## config.mk

```make
export PLATFORM = sky130hd
export DESIGN_NAME = multi_stream_aggregator
export DESIGN_NICKNAME = d
export VERILOG_FILES = /design/src/rtl/multi_stream_aggregator.sv
export SDC_FILE = /design/constraint.sdc
export NUM_CORES = 1
export LEC_CHECK = 0
export CORE_ASPECT_RATIO = 0.6
export CORE_UTILIZATION = 50
export DETAILED_ROUTE_END_ITERATION = 10
export DONT_BUFFER_PORTS = 1
export HOLD_SLACK_MARGIN = 0.15
export PLACE_DENSITY = 0.74
export SYNTH_ARGS = -nofsm -noshare
export SYNTH_HDL_FRONTEND = slang
export SYNTH_SLANG_ARGS = --single-unit
```

## constraint.sdc

```tcl
create_clock -name clk -period 2.9 [get_ports clk]
set_input_delay 0.58 -clock clk [delete_from_list [all_inputs] [get_ports clk]]
set_output_delay 0.58 -clock clk [all_outputs]
set_load 0.1 [all_outputs]
```

## src/rtl/multi_stream_aggregator.sv

```systemverilog
// ============================================================================
// multi_stream_aggregator: round-robin record aggregator into wide output words
// Revision: 1.0
// ============================================================================
`default_nettype none

module multi_stream_aggregator #(
    parameter int NUM_CH  = 2,
    parameter int LANE_W  = 32,
    parameter int LANES   = 8,
    parameter int PACK    = 0,
    parameter int TIMEOUT = 16
) (
    input  logic                     clk,
    input  logic                     reset,
    input  logic [NUM_CH*LANE_W-1:0] in_data,
    input  logic [NUM_CH-1:0]        in_valid,
    input  logic [NUM_CH-1:0]        in_last,
    output logic [NUM_CH-1:0]        in_ready,
    output logic [LANE_W*LANES-1:0]  out_data,
    output logic [LANES-1:0]         out_keep,
    output logic                     out_last,
    output logic                     out_valid,
    input  logic                     out_ready
);
    localparam int               CH_W        = (NUM_CH > 1) ? $clog2(NUM_CH) : 1;
    localparam int               CNT_W       = $clog2(LANES + 1);
    localparam int               OUT_W       = LANE_W * LANES;
    localparam logic [CNT_W-1:0] FULL_CNT    = CNT_W'(LANES);
    localparam logic [CH_W-1:0]  LAST_CH     = CH_W'(NUM_CH - 1);
    localparam logic [CH_W:0]    NUM_CH_EXT  = (CH_W+1)'(NUM_CH);
    localparam logic [7:0]       TIMEOUT_CNT = 8'(TIMEOUT);

    typedef enum logic [1:0] {
        IDLE  = 2'd0,
        XFER  = 2'd1,
        FLUSH = 2'd2
    } state_t;

    state_t           state_q, state_d;
    logic [CH_W-1:0]  grant_q, grant_d;
    logic [CH_W-1:0]  last_grant_q, last_grant_d;
    logic [CNT_W-1:0] acc_cnt_q, acc_cnt_d;
    logic [OUT_W-1:0] acc_q, acc_d;
    logic             full_q, full_d;
    logic             last_pend_q, last_pend_d;
    logic [7:0]       idle_q, idle_d;
    logic [OUT_W-1:0] out_data_q, out_data_d;
    logic [LANES-1:0] out_keep_q, out_keep_d;
    logic             out_last_q, out_last_d;
    logic             out_valid_q, out_valid_d;

    logic [LANE_W-1:0] sel_word;
    logic              sel_valid;
    logic              sel_last;

    always_comb begin
        sel_word  = '0;
        sel_valid = 1'b0;
        sel_last  = 1'b0;
        for (int c = 0; c < NUM_CH; c++) begin
            if (grant_q == CH_W'(c)) begin
                sel_word  = in_data[c*LANE_W +: LANE_W];
                sel_valid = in_valid[c];
                sel_last  = in_last[c];
            end
        end
    end

    // Rotate requests so bit 0 is the channel after last_grant, then pick the lowest set bit.
    logic [CH_W-1:0]   rr_start;
    logic [CH_W-1:0]   rr_off;
    logic [CH_W-1:0]   rr_pick;
    logic [CH_W:0]     rr_sum;
    logic [NUM_CH-1:0] rr_rot;
    logic              rr_found;

    always_comb begin
        rr_start = (last_grant_q == LAST_CH) ? '0 : last_grant_q + 1'b1;
        rr_rot   = NUM_CH'({in_valid, in_valid} >> rr_start);
        rr_found = 1'b0;
        rr_off   = '0;
        for (int i = 0; i < NUM_CH; i++) begin
            if (!rr_found && rr_rot[i]) begin
                rr_found = 1'b1;
                rr_off   = CH_W'(i);
            end
        end
        rr_sum  = {1'b0, rr_start} + {1'b0, rr_off};
        rr_pick = (rr_sum >= NUM_CH_EXT) ? CH_W'(rr_sum - NUM_CH_EXT) : rr_sum[CH_W-1:0];
    end

    logic             acc_open;
    logic             out_free;
    logic             accept;
    logic             full_xfer;
    logic             flush_xfer;
    logic [LANES-1:0] part_keep;
    logic [OUT_W-1:0] part_mask;

    assign acc_open   = (acc_cnt_q < FULL_CNT);
    assign out_free   = !out_valid_q || out_ready;
    assign accept     = (state_q == XFER) && acc_open && sel_valid;
    assign full_xfer  = full_q && (acc_cnt_q == FULL_CNT) && out_free;
    assign flush_xfer = (state_q == FLUSH) && out_free;

    always_comb begin
        in_ready = '0;
        for (int c = 0; c < NUM_CH; c++) begin
            in_ready[c] = (state_q == XFER) && acc_open && (grant_q == CH_W'(c));
        end
    end

    always_comb begin
        part_keep = '0;
        part_mask = '0;
        for (int k = 0; k < LANES; k++) begin
            part_keep[k]                  = (CNT_W'(k) < acc_cnt_q);
            part_mask[k*LANE_W +: LANE_W] = {LANE_W{part_keep[k]}};
        end
    end

    always_comb begin
        state_d      = state_q;
        grant_d      = grant_q;
        last_grant_d = last_grant_q;
        acc_cnt_d    = acc_cnt_q;
        acc_d        = acc_q;
        last_pend_d  = last_pend_q;
        idle_d       = idle_q;
        out_data_d   = out_data_q;
        out_keep_d   = out_keep_q;
        out_last_d   = out_last_q;
        out_valid_d  = out_valid_q && !out_ready;
        // Full is seen one cycle late so a full word leaves two edges after its last lane.
        full_d       = (acc_cnt_q == FULL_CNT) && !full_xfer;

        if (accept) begin
            for (int k = 0; k < LANES; k++) begin
                if (acc_cnt_q == CNT_W'(k)) begin
                    acc_d[k*LANE_W +: LANE_W] = sel_word;
                end
            end
            acc_cnt_d = acc_cnt_q + 1'b1;
        end

        case (state_q)
            IDLE: begin
                if ((PACK != 0) && (idle_q >= TIMEOUT_CNT) && (acc_cnt_q != '0) && acc_open) begin
                    state_d = FLUSH;
                    idle_d  = '0;
                end else if (rr_found) begin
                    grant_d      = rr_pick;
                    last_grant_d = rr_pick;
                    state_d      = XFER;
                    idle_d       = '0;
                end else if ((PACK != 0) && (acc_cnt_q != '0) && (idle_q != 8'hFF)) begin
                    idle_d = idle_q + 8'd1;
                end
            end
            XFER: begin
                if (accept && sel_last) begin
                    if (PACK != 0) begin
                        state_d = IDLE;
                    end else if ((acc_cnt_q + 1'b1) == FULL_CNT) begin
                        state_d     = IDLE;
                        last_pend_d = 1'b1;
                    end else begin
                        state_d = FLUSH;
                    end
                end
            end
            FLUSH: begin
                if (out_free) begin
                    state_d = IDLE;
                end
            end
            default: state_d = IDLE;
        endcase

        if (full_xfer) begin
            out_data_d  = acc_q;
            out_keep_d  = '1;
            out_last_d  = (PACK == 0) && last_pend_q;
            out_valid_d = 1'b1;
            acc_d       = '0;
            acc_cnt_d   = '0;
            last_pend_d = 1'b0;
            idle_d      = '0;
        end else if (flush_xfer) begin
            out_data_d  = acc_q & part_mask;
            out_keep_d  = part_keep;
            out_last_d  = 1'b1;
            out_valid_d = 1'b1;
            acc_d       = '0;
            acc_cnt_d   = '0;
            idle_d      = '0;
        end
    end

    always_ff @(posedge clk) begin
        if (reset) begin
            state_q      <= IDLE;
            grant_q      <= '0;
            last_grant_q <= LAST_CH;
            acc_cnt_q    <= '0;
            acc_q        <= '0;
            full_q       <= 1'b0;
            last_pend_q  <= 1'b0;
            idle_q       <= '0;
            out_data_q   <= '0;
            out_keep_q   <= '0;
            out_last_q   <= 1'b0;
            out_valid_q  <= 1'b0;
        end else begin
            state_q      <= state_d;
            grant_q      <= grant_d;
            last_grant_q <= last_grant_d;
            acc_cnt_q    <= acc_cnt_d;
            acc_q        <= acc_d;
            full_q       <= full_d;
            last_pend_q  <= last_pend_d;
            idle_q       <= idle_d;
            out_data_q   <= out_data_d;
            out_keep_q   <= out_keep_d;
            out_last_q   <= out_last_d;
            out_valid_q  <= out_valid_d;
        end
    end

    assign out_data  = out_data_q;
    assign out_keep  = out_keep_q;
    assign out_last  = out_last_q;
    assign out_valid = out_valid_q;

endmodule

`default_nettype wire

```

==> results summary, run 1 <==
The flow ran to the end, and the final reports show no timing, DRC or antenna violations. The total number of placement rows came out at 52. The total number of vias came out at 12.5k.

The multi-input combinational cells in the finished layout cover a total of 6280 sq um. The average detailed-routed wire length per instance is 23.5 microns. The worst register-to-register path ends at out_data[27].

The path class of the tightest hold or removal check is primary input to register. The cell sitting at the root of the clock tree is a sky130_fd_sc_hd__clkbuf_16. The I/O pin count is 339. The longest clock path from root to sink contains 3 buffers. Based on the critical path, the design can be clocked at up to 361 MHz. The horizontal die dimension is 243 microns. The leakage power figure is 7.03 nW. The worst setup path is captured at an output port. The maximum number of pins on one net before global-route repair came out at 140.

The hold path startpoint is in_valid[1]. The clock transition at the register clock pins on the worst setup and hold paths after CTS came out at 70 ps. In the global route stage, met2 resource usage came out at 0.372. The number of max-cap violations came out at 0.

The most used flip-flop cell after synthesis is sky130_fd_sc_hd__dfxtp_1. The chip height came out at 147 microns. Walking the worst path, the cells encountered are or3b_2 > nor2_2 > buf_4. The startpoint of the most critical register-to-register path is acc_cnt_q[3].

The number of cells in the design after placement came out at 1984. The number of diodes is 0. The first detailed-routing pass took 5 iterations. The count of input and output buffers came out at 0. The pre-CTS worst setup slack is 369 ps. The latest clock arrival within the worst-skew pair came out at 560 ps. At the worst endpoint, the required time is 2320 ps. The largest stage delay on the critical path came out at 770 ps.

The post-synth design cell area is 17500 sq um. The half-perimeter wire length after placement came out at 31500 microns. Following the worst setup path forward leads to its endpoint at in_ready[0].

The final standard cell count with taps included and fillers excluded came out at 2069. The first global-routing pass estimated 72800 microns of wire. For this configuration, the core starts out at a cell density of 0.513. The number of DRC markers after the initial detailed-route iteration is 1030. At the end of routability-driven placement, the weighted congestion stood at 0.851. In the global route stage, met3 resource usage came out at 0.0824. The area of the core came out at 34100 sq um. The number of buffers created by CTS is 46. For this run, design rule violations remaining after detail routing come to 0. The post-synthesis net count is 1655. The maximum level of the CTS H-tree came out at 2. The count of unique library cells instantiated by Yosys came out at 49.

The post-synthesis instance total came out at 1580. The global routing stage identified its most utilized layer as met1. The share of synthesized flip-flops with an asynchronous set or reset came out at 0.

The layout net count came out at 1649. Setup repair after global routing left no endpoint under its margin. The via-per-instance ratio is 6.03.

The via count of the first global-routing pass is 11.6k. The final-report hold violation count was 0. The die footprint is 35800 sq um. The final number of max-transition violations came out at 0.

The Yosys step of the flow raised 0 warnings. Dividing total power by cell area gives a power density of 722 nW/um^2. The total overflow left after global routing is 0. The area growth from synthesis to layout is 14.2%.

For the worst flop-to-flop path, the logic depth is 5. Once detail routing completed, the nets flagged for antenna violations numbered 0. In the global route stage, overall resource usage came out at 0.263. The count of buffer and inverter cells on the critical path is 1. The clock drives 532 sinks. In this run the post-CTS setup repair buffer count came out at 0. The critical path in this run is classified as register to output port.

The number of register bits inferred by synthesis is 532. The total of endpoints with negative setup slack in the final report came out at 0. The fraction of layout cells with a size suffix above 1 is 0.130. The met1 routing resource usage after global routing came out at 0.386. The part of the Yosys area used for sequential elements came out at 0.609.

On the critical path the largest part of the delay comes from simple AND/OR/NAND/NOR gates. The largest vdd supply drop is 458 uV. The area taken by flip-flops and latches came out at 10700 sq um. The initial antenna violation count came out at 1.

STA classifies the critical path startpoint as a register. The arrival time of the worst setup path is 2190 ps. The final-layout setup total negative slack is 0 ps. After filler insertion, the fill cell instance count of the layout stands at 2773.

Once layout is complete, the utilization of the core stands at 0.586. For this design, the slowest cell found on the critical path is sky130_fd_sc_hd__or3b_2. Dividing the synthesized area by the synthesized cell count gives 11.1 sq um. The clock tree from TritonCTS is yes.

The post-route worst hold slack is 209 ps. The maximum net fanout on the critical path is 15. The internal reg-to-reg setup slack is 370 ps.

The final wirelength is 48600 microns. The critical path runs through a total of 3 cells. The worst relative slew slack is 0.140. The number of flops mapped to enable cells by yosys is 0.

Across all setup checks in the final design, the least slack found is 130 ps. The final cycle utilization of the critical path came out at 0.955. The post-layout minimum cycle time is 2770 ps.

The clock arrives with 16.0 ps of skew. The measured slew at the worst slew-check pin came out at 1290 ps. In this run the worst setup path begins at acc_cnt_q[3].
[placed cells by master, fill, tap and decap left out, types with 6 or more instances in the layout]
master and count:
sky130_fd_sc_hd__clkbuf_8 16, sky130_fd_sc_hd__a22o_1 256, sky130_fd_sc_hd__clkinv_2 8, sky130_fd_sc_hd__mux2i_2 12, sky130_fd_sc_hd__clkbuf_16 47, sky130_fd_sc_hd__mux2i_1 22
sky130_fd_sc_hd__buf_4 77, sky130_fd_sc_hd__nand2_1 10, sky130_fd_sc_hd__buf_12 15, sky130_fd_sc_hd__dfxtp_1 531, sky130_fd_sc_hd__nor2_1 269, sky130_fd_sc_hd__inv_1 6
sky130_fd_sc_hd__a21o_1 7, sky130_fd_sc_hd__a211oi_1 257
[layer usage]
metal	vias up	wire length, microns
li1	5816	-
met1	6089	22500
met2	493	20200
met3	88	4730
met4	0	1090
met5	-	0
[state kept, by name (all words and copies together), names as in the netlist]
| name | cells |
|---|---|
| out_last | 1 |
| out_keep | 8 |
| out_valid | 1 |
| last_pend_q | 1 |
| acc_cnt_q | 4 |
| state_q | 2 |
| last_grant_q | 1 |
| out_data | 256 |
| acc_q | 256 |
| grant_q | 1 |
| full_q | 1 |
[cell usage after synthesis (3+ instances only)]
cell,number,area share
sky130_fd_sc_hd__mux2i_1,33,0.019
sky130_fd_sc_hd__clkbuf_1,67,0.014
sky130_fd_sc_hd__a211oi_1,257,0.11
sky130_fd_sc_hd__a21o_1,7,0.0030
sky130_fd_sc_hd__a21oi_1,6,0.0017
sky130_fd_sc_hd__ha_1,4,0.0029
sky130_fd_sc_hd__nand2b_1,4,0.0014
sky130_fd_sc_hd__dfxtp_1,532,0.61
sky130_fd_sc_hd__a211oi_2,4,0.0029
sky130_fd_sc_hd__a22o_1,256,0.13
sky130_fd_sc_hd__buf_2,58,0.017
sky130_fd_sc_hd__buf_4,11,0.0047
sky130_fd_sc_hd__buf_1,10,0.0021
sky130_fd_sc_hd__inv_1,6,0.0013
sky130_fd_sc_hd__nor2_1,271,0.058
sky130_fd_sc_hd__nand2_1,10,0.0021
sky130_fd_sc_hd__nor4_1,3,0.0011
[power breakdown]
group | total (mW) | switching [mW] | leakage [nW] | internal, mW
combinational | 0.764 | 0.557 | 1.98 | 0.207
sequential | 7.42 | 0.0487 | 4.29 | 7.37
clock | 6.22 | 2.73 | 0.767 | 3.49
[timing repair]
item	4_1_cts	5_1_grt
hold endpoints to repair	6	0
gates resized for setup	0	1
endpoints found under the setup margin	0	2
hold buffers	1	0
[through the flow]
stage | total power [mW] | instance area (sq um)
after global placement | 8.32 | 18400
after CTS | 14.5 | 20000
after detailed placement | 8.34 | 18400
after global routing | 14.8 | 20000
final | 14.4 | 20000
after floorplan | 8.00 | 17500
[worst min path at each step]
stage	end	slack (ps)	cells past startpoint
after floorplan	out_data[0]	440	1
after global placement	out_data[124]	450	1
after detailed placement	out_data[187]	450	1
after CTS	last_grant_q	190	2
after global routing	last_grant_q	180	2
final	last_grant_q	210	2
[final cells by class]
| cell class | count | share of cell area |
|---|---|---|
| sequential | 532 | 0.533 |
| multi-input combinational | 894 | 0.314 |
| clock buffer | 67 | 0.0707 |
| timing repair buffer | 93 | 0.0445 |
| tap | 459 | 0.0288 |
| clock inverter | 17 | 0.00683 |
| inverter | 7 | 0.00132 |
[cell families after synthesis]
kind of cell	Yosys count	share of synthesized area
compound gates	542	0.252
simple gates	313	0.0763
flops	532	0.609
xor+xnor	1	0.000501
buf+inv	154	0.0400
mux	34	0.0197
fa+ha+maj	4	0.00286
No activity file was read; power rests on OpenSTA's default activity.
==> run 2, diff against run 1 <==
==> constraint.sdc (replaced) <==
create_clock -name clk -period 2.9 [get_ports clk]
set_input_delay 0.29 -clock clk [delete_from_list [all_inputs] [get_ports clk]]
set_output_delay 0.29 -clock clk [all_outputs]
set_load 0.1 [all_outputs]
==> run 2 against run 1 <==
Combinational power barely moved; cell count down 0.97%; routed wire length is 0.51% higher; highest routed layer unchanged.
==> results summary, run 2 (synthesis gave the netlist of run 1 again) <==
Leaving out fill and tap cells, the most frequent cell in the layout is sky130_fd_sc_hd__dfxtp_1. The clock transition at the register clock pins on the worst setup and hold paths after CTS came out at 70 ps. The via count of the first global-routing pass is 11.7k. The pre-CTS worst setup slack is 321 ps. The post-layout worst setup margin is 273 ps.

In this run the vertical extent of the chip is 147 microns. The number of max-cap violations is 0. The number of buffers created by CTS is 45.

The clock passes through at most 3 buffers. At the end of routability-driven placement, the weighted congestion stood at 0.870. The number of diodes came out at 0. The critical path launch point type is a register. Entering global routing, the biggest net connects 91 pins. The largest stage delay on the critical path came out at 1030 ps. The final number of max-transition violations is 0. The final-report hold violation count is 0. The final global-route overflow total came out at 0. The class of the most critical setup path is register to register. In this run the remaining antenna-violating nets after routing total 0. The measured slew at the worst slew-check pin came out at 1330 ps. The post-layout minimum cycle time came out at 2630 ps.

For this configuration, the core starts out at a cell density of 0.513. The final cycle utilization of the critical path is 0.906. In this run the cell area measured after placement is 18200 sq um. The worst pin sits at a relative slew slack of 0.114. The ratio of total power to cell area is 729 nW/um^2. The clock skew after layout came out at 23.6 ps. The first global-routing pass estimated 73800 microns of wire. The maximum level of the CTS H-tree is 2.

The area of the core is 34100 sq um. With fillers left out, the area of the finished cells amounts to 19800 sq um. For this run, global-route usage on met2 was measured as 0.388. The top cell types in the final layout, fill and taps aside, are 531 x sky130_fd_sc_hd__dfxtp_1, 269 x sky130_fd_sc_hd__nor2_1, 257 x sky130_fd_sc_hd__a211oi_1. The via-per-instance ratio came out at 6.10. Setup total negative slack on the finished layout was measured at 0 ps. The clock reaches the later pin of the worst-skew pair after 560 ps. The run finished with clean final reports. The post-synthesis to final-layout area growth came out at 13.5%. The maximum clock frequency came out at 381 MHz. The final wirelength came out at 48800 microns. The leakage power figure is 6.91 nW. The arrival time of the worst setup path is 3120 ps. The total of endpoints with negative setup slack in the final report came out at 0. The fraction of layout cells with a size suffix above 1 is 0.112. The initial antenna violation count came out at 0.

The most crowded layer after global routing is met2. The average detailed-routed wire length per instance came out at 23.8 microns. During I/O placement, the number of pins put on the boundary was 339.

The largest vdd supply drop came out at 451 uV. After the first detailed-routing iteration, the DRC count stood at 1058. The number of gates resized after CTS is 0. The number of clock sinks seen by CTS came out at 532. The total number of vias is 12.5k. The type of the tightest min-delay check is primary input to register. The detailed-router iteration count before antenna repair is 5. The HPWL after detailed placement is 31700 microns. The fraction of met3 tracks used by global routing is 0.0753.

The layout has 2798 filler cells. The tree is rooted in a sky130_fd_sc_hd__clkbuf_16. After detailed routing, the number of remaining DRC violations is 0. The critical path data required time came out at 3390 ps. The floorplan step defined a die boundary enclosing 35800 sq um. The maximum net fanout on the critical path is 27.

The cell with the largest stage delay on the worst path is sky130_fd_sc_hd__a21oi_2. The met1 routing resource usage after global routing is 0.386. Walking the worst path, the cells encountered are nor4b_2 > nand3_2 > a21oi_2 > buf_4 > a22o_1. The total global routing track utilization came out at 0.266.

The layout net count is 1631. STA classifies the critical path endpoint as a register. Input and output buffers added on the ports amount to 0. Setup repair after global routing left no endpoint under its margin.

The clock tree from TritonCTS is yes. In this run the horizontal extent of the chip is 243 microns. For flop-to-flop paths, the worst setup slack is 270 ps. The total number of placement rows is 52.
==> run 2: changes by cell type in the layout (fill, tap and decap cells not counted), sizes merged <==
| cell | before | now |
|---|---|---|
| inv | 9 | 7 |
| bufinv | 1 | 5 |
| buf | 92 | 68 |
| clkinv | 11 | 9 |
| dlygate4sd3 | 1 | 8 |
| clkbuf | 67 | 63 |
| clkinvlp | 3 | 4 |
==> run 2: path summary, 6_finish.rpt <==
kind,from,depth (start not counted),to
worst max-delay path,acc_cnt_q[3],5,out_data[30]
worst min-delay path,in_data[4],3,acc_q[4]
worst max register to register,acc_cnt_q[3],5,out_data[30]
worst min register to register,acc_q[226],1,out_data[226]
==> run 2: what timing repair did <==
action                                 CTS  global route
endpoints found under the hold margin   11             0
hold buffers                             8             0
setup buffers                            0             0
==> run 2: metrics by stage <==
step / instances / hold WS (ps) / total power, mW / utilization
2_1_floorplan: 1580 / 443 / 8.00 / -
3_3_place_gp: 1960 / 363 / 8.32 / 0.534
3_5_place_dp: 1960 / 364 / 8.33 / 0.534
4_1_cts: 2049 / 152 / 14.5 / 0.582
5_1_grt: 2049 / 173 / 14.9 / 0.582
6_report: 2049 / 192 / 14.5 / 0.582
==> run 2: cell type report <==
cell class	count	area (sq um)	area share
flip-flops and latches	532	10700	0.537
multi-input cells	894	6280	0.316
clock buffers	63	1290	0.0652
repair buffers	76	766	0.0386
well taps	459	574	0.0289
clock inverters	18	251	0.0127
inverters	7	26.3	0.00132
==> run 2: critical path, delay by kind of cell, from the launching register on <==
family | cells | cell delay (ps)
AOI/OAI and AO/OA | 2 | 1170
buffers and inverters | 1 | 310
DFF | 1 | 560
and+or+nand+nor | 2 | 510
==> run 2: power by group <==
group          switching (mW)  internal, mW  total, mW
sequential             0.0495          7.37       7.42
combinational           0.555         0.212      0.767
clock                    2.69          3.58       6.27
==> run 2: layer usage <==
| metal | part of all wire | vias to the layer above |
|---|---|---|
| li1 | - | 5789 |
| met3 | 0.092 | 79 |
| met2 | 0.43 | 470 |
| met1 | 0.46 | 6155 |
| met5 | 0 | - |
| met4 | 0.019 | 0 |
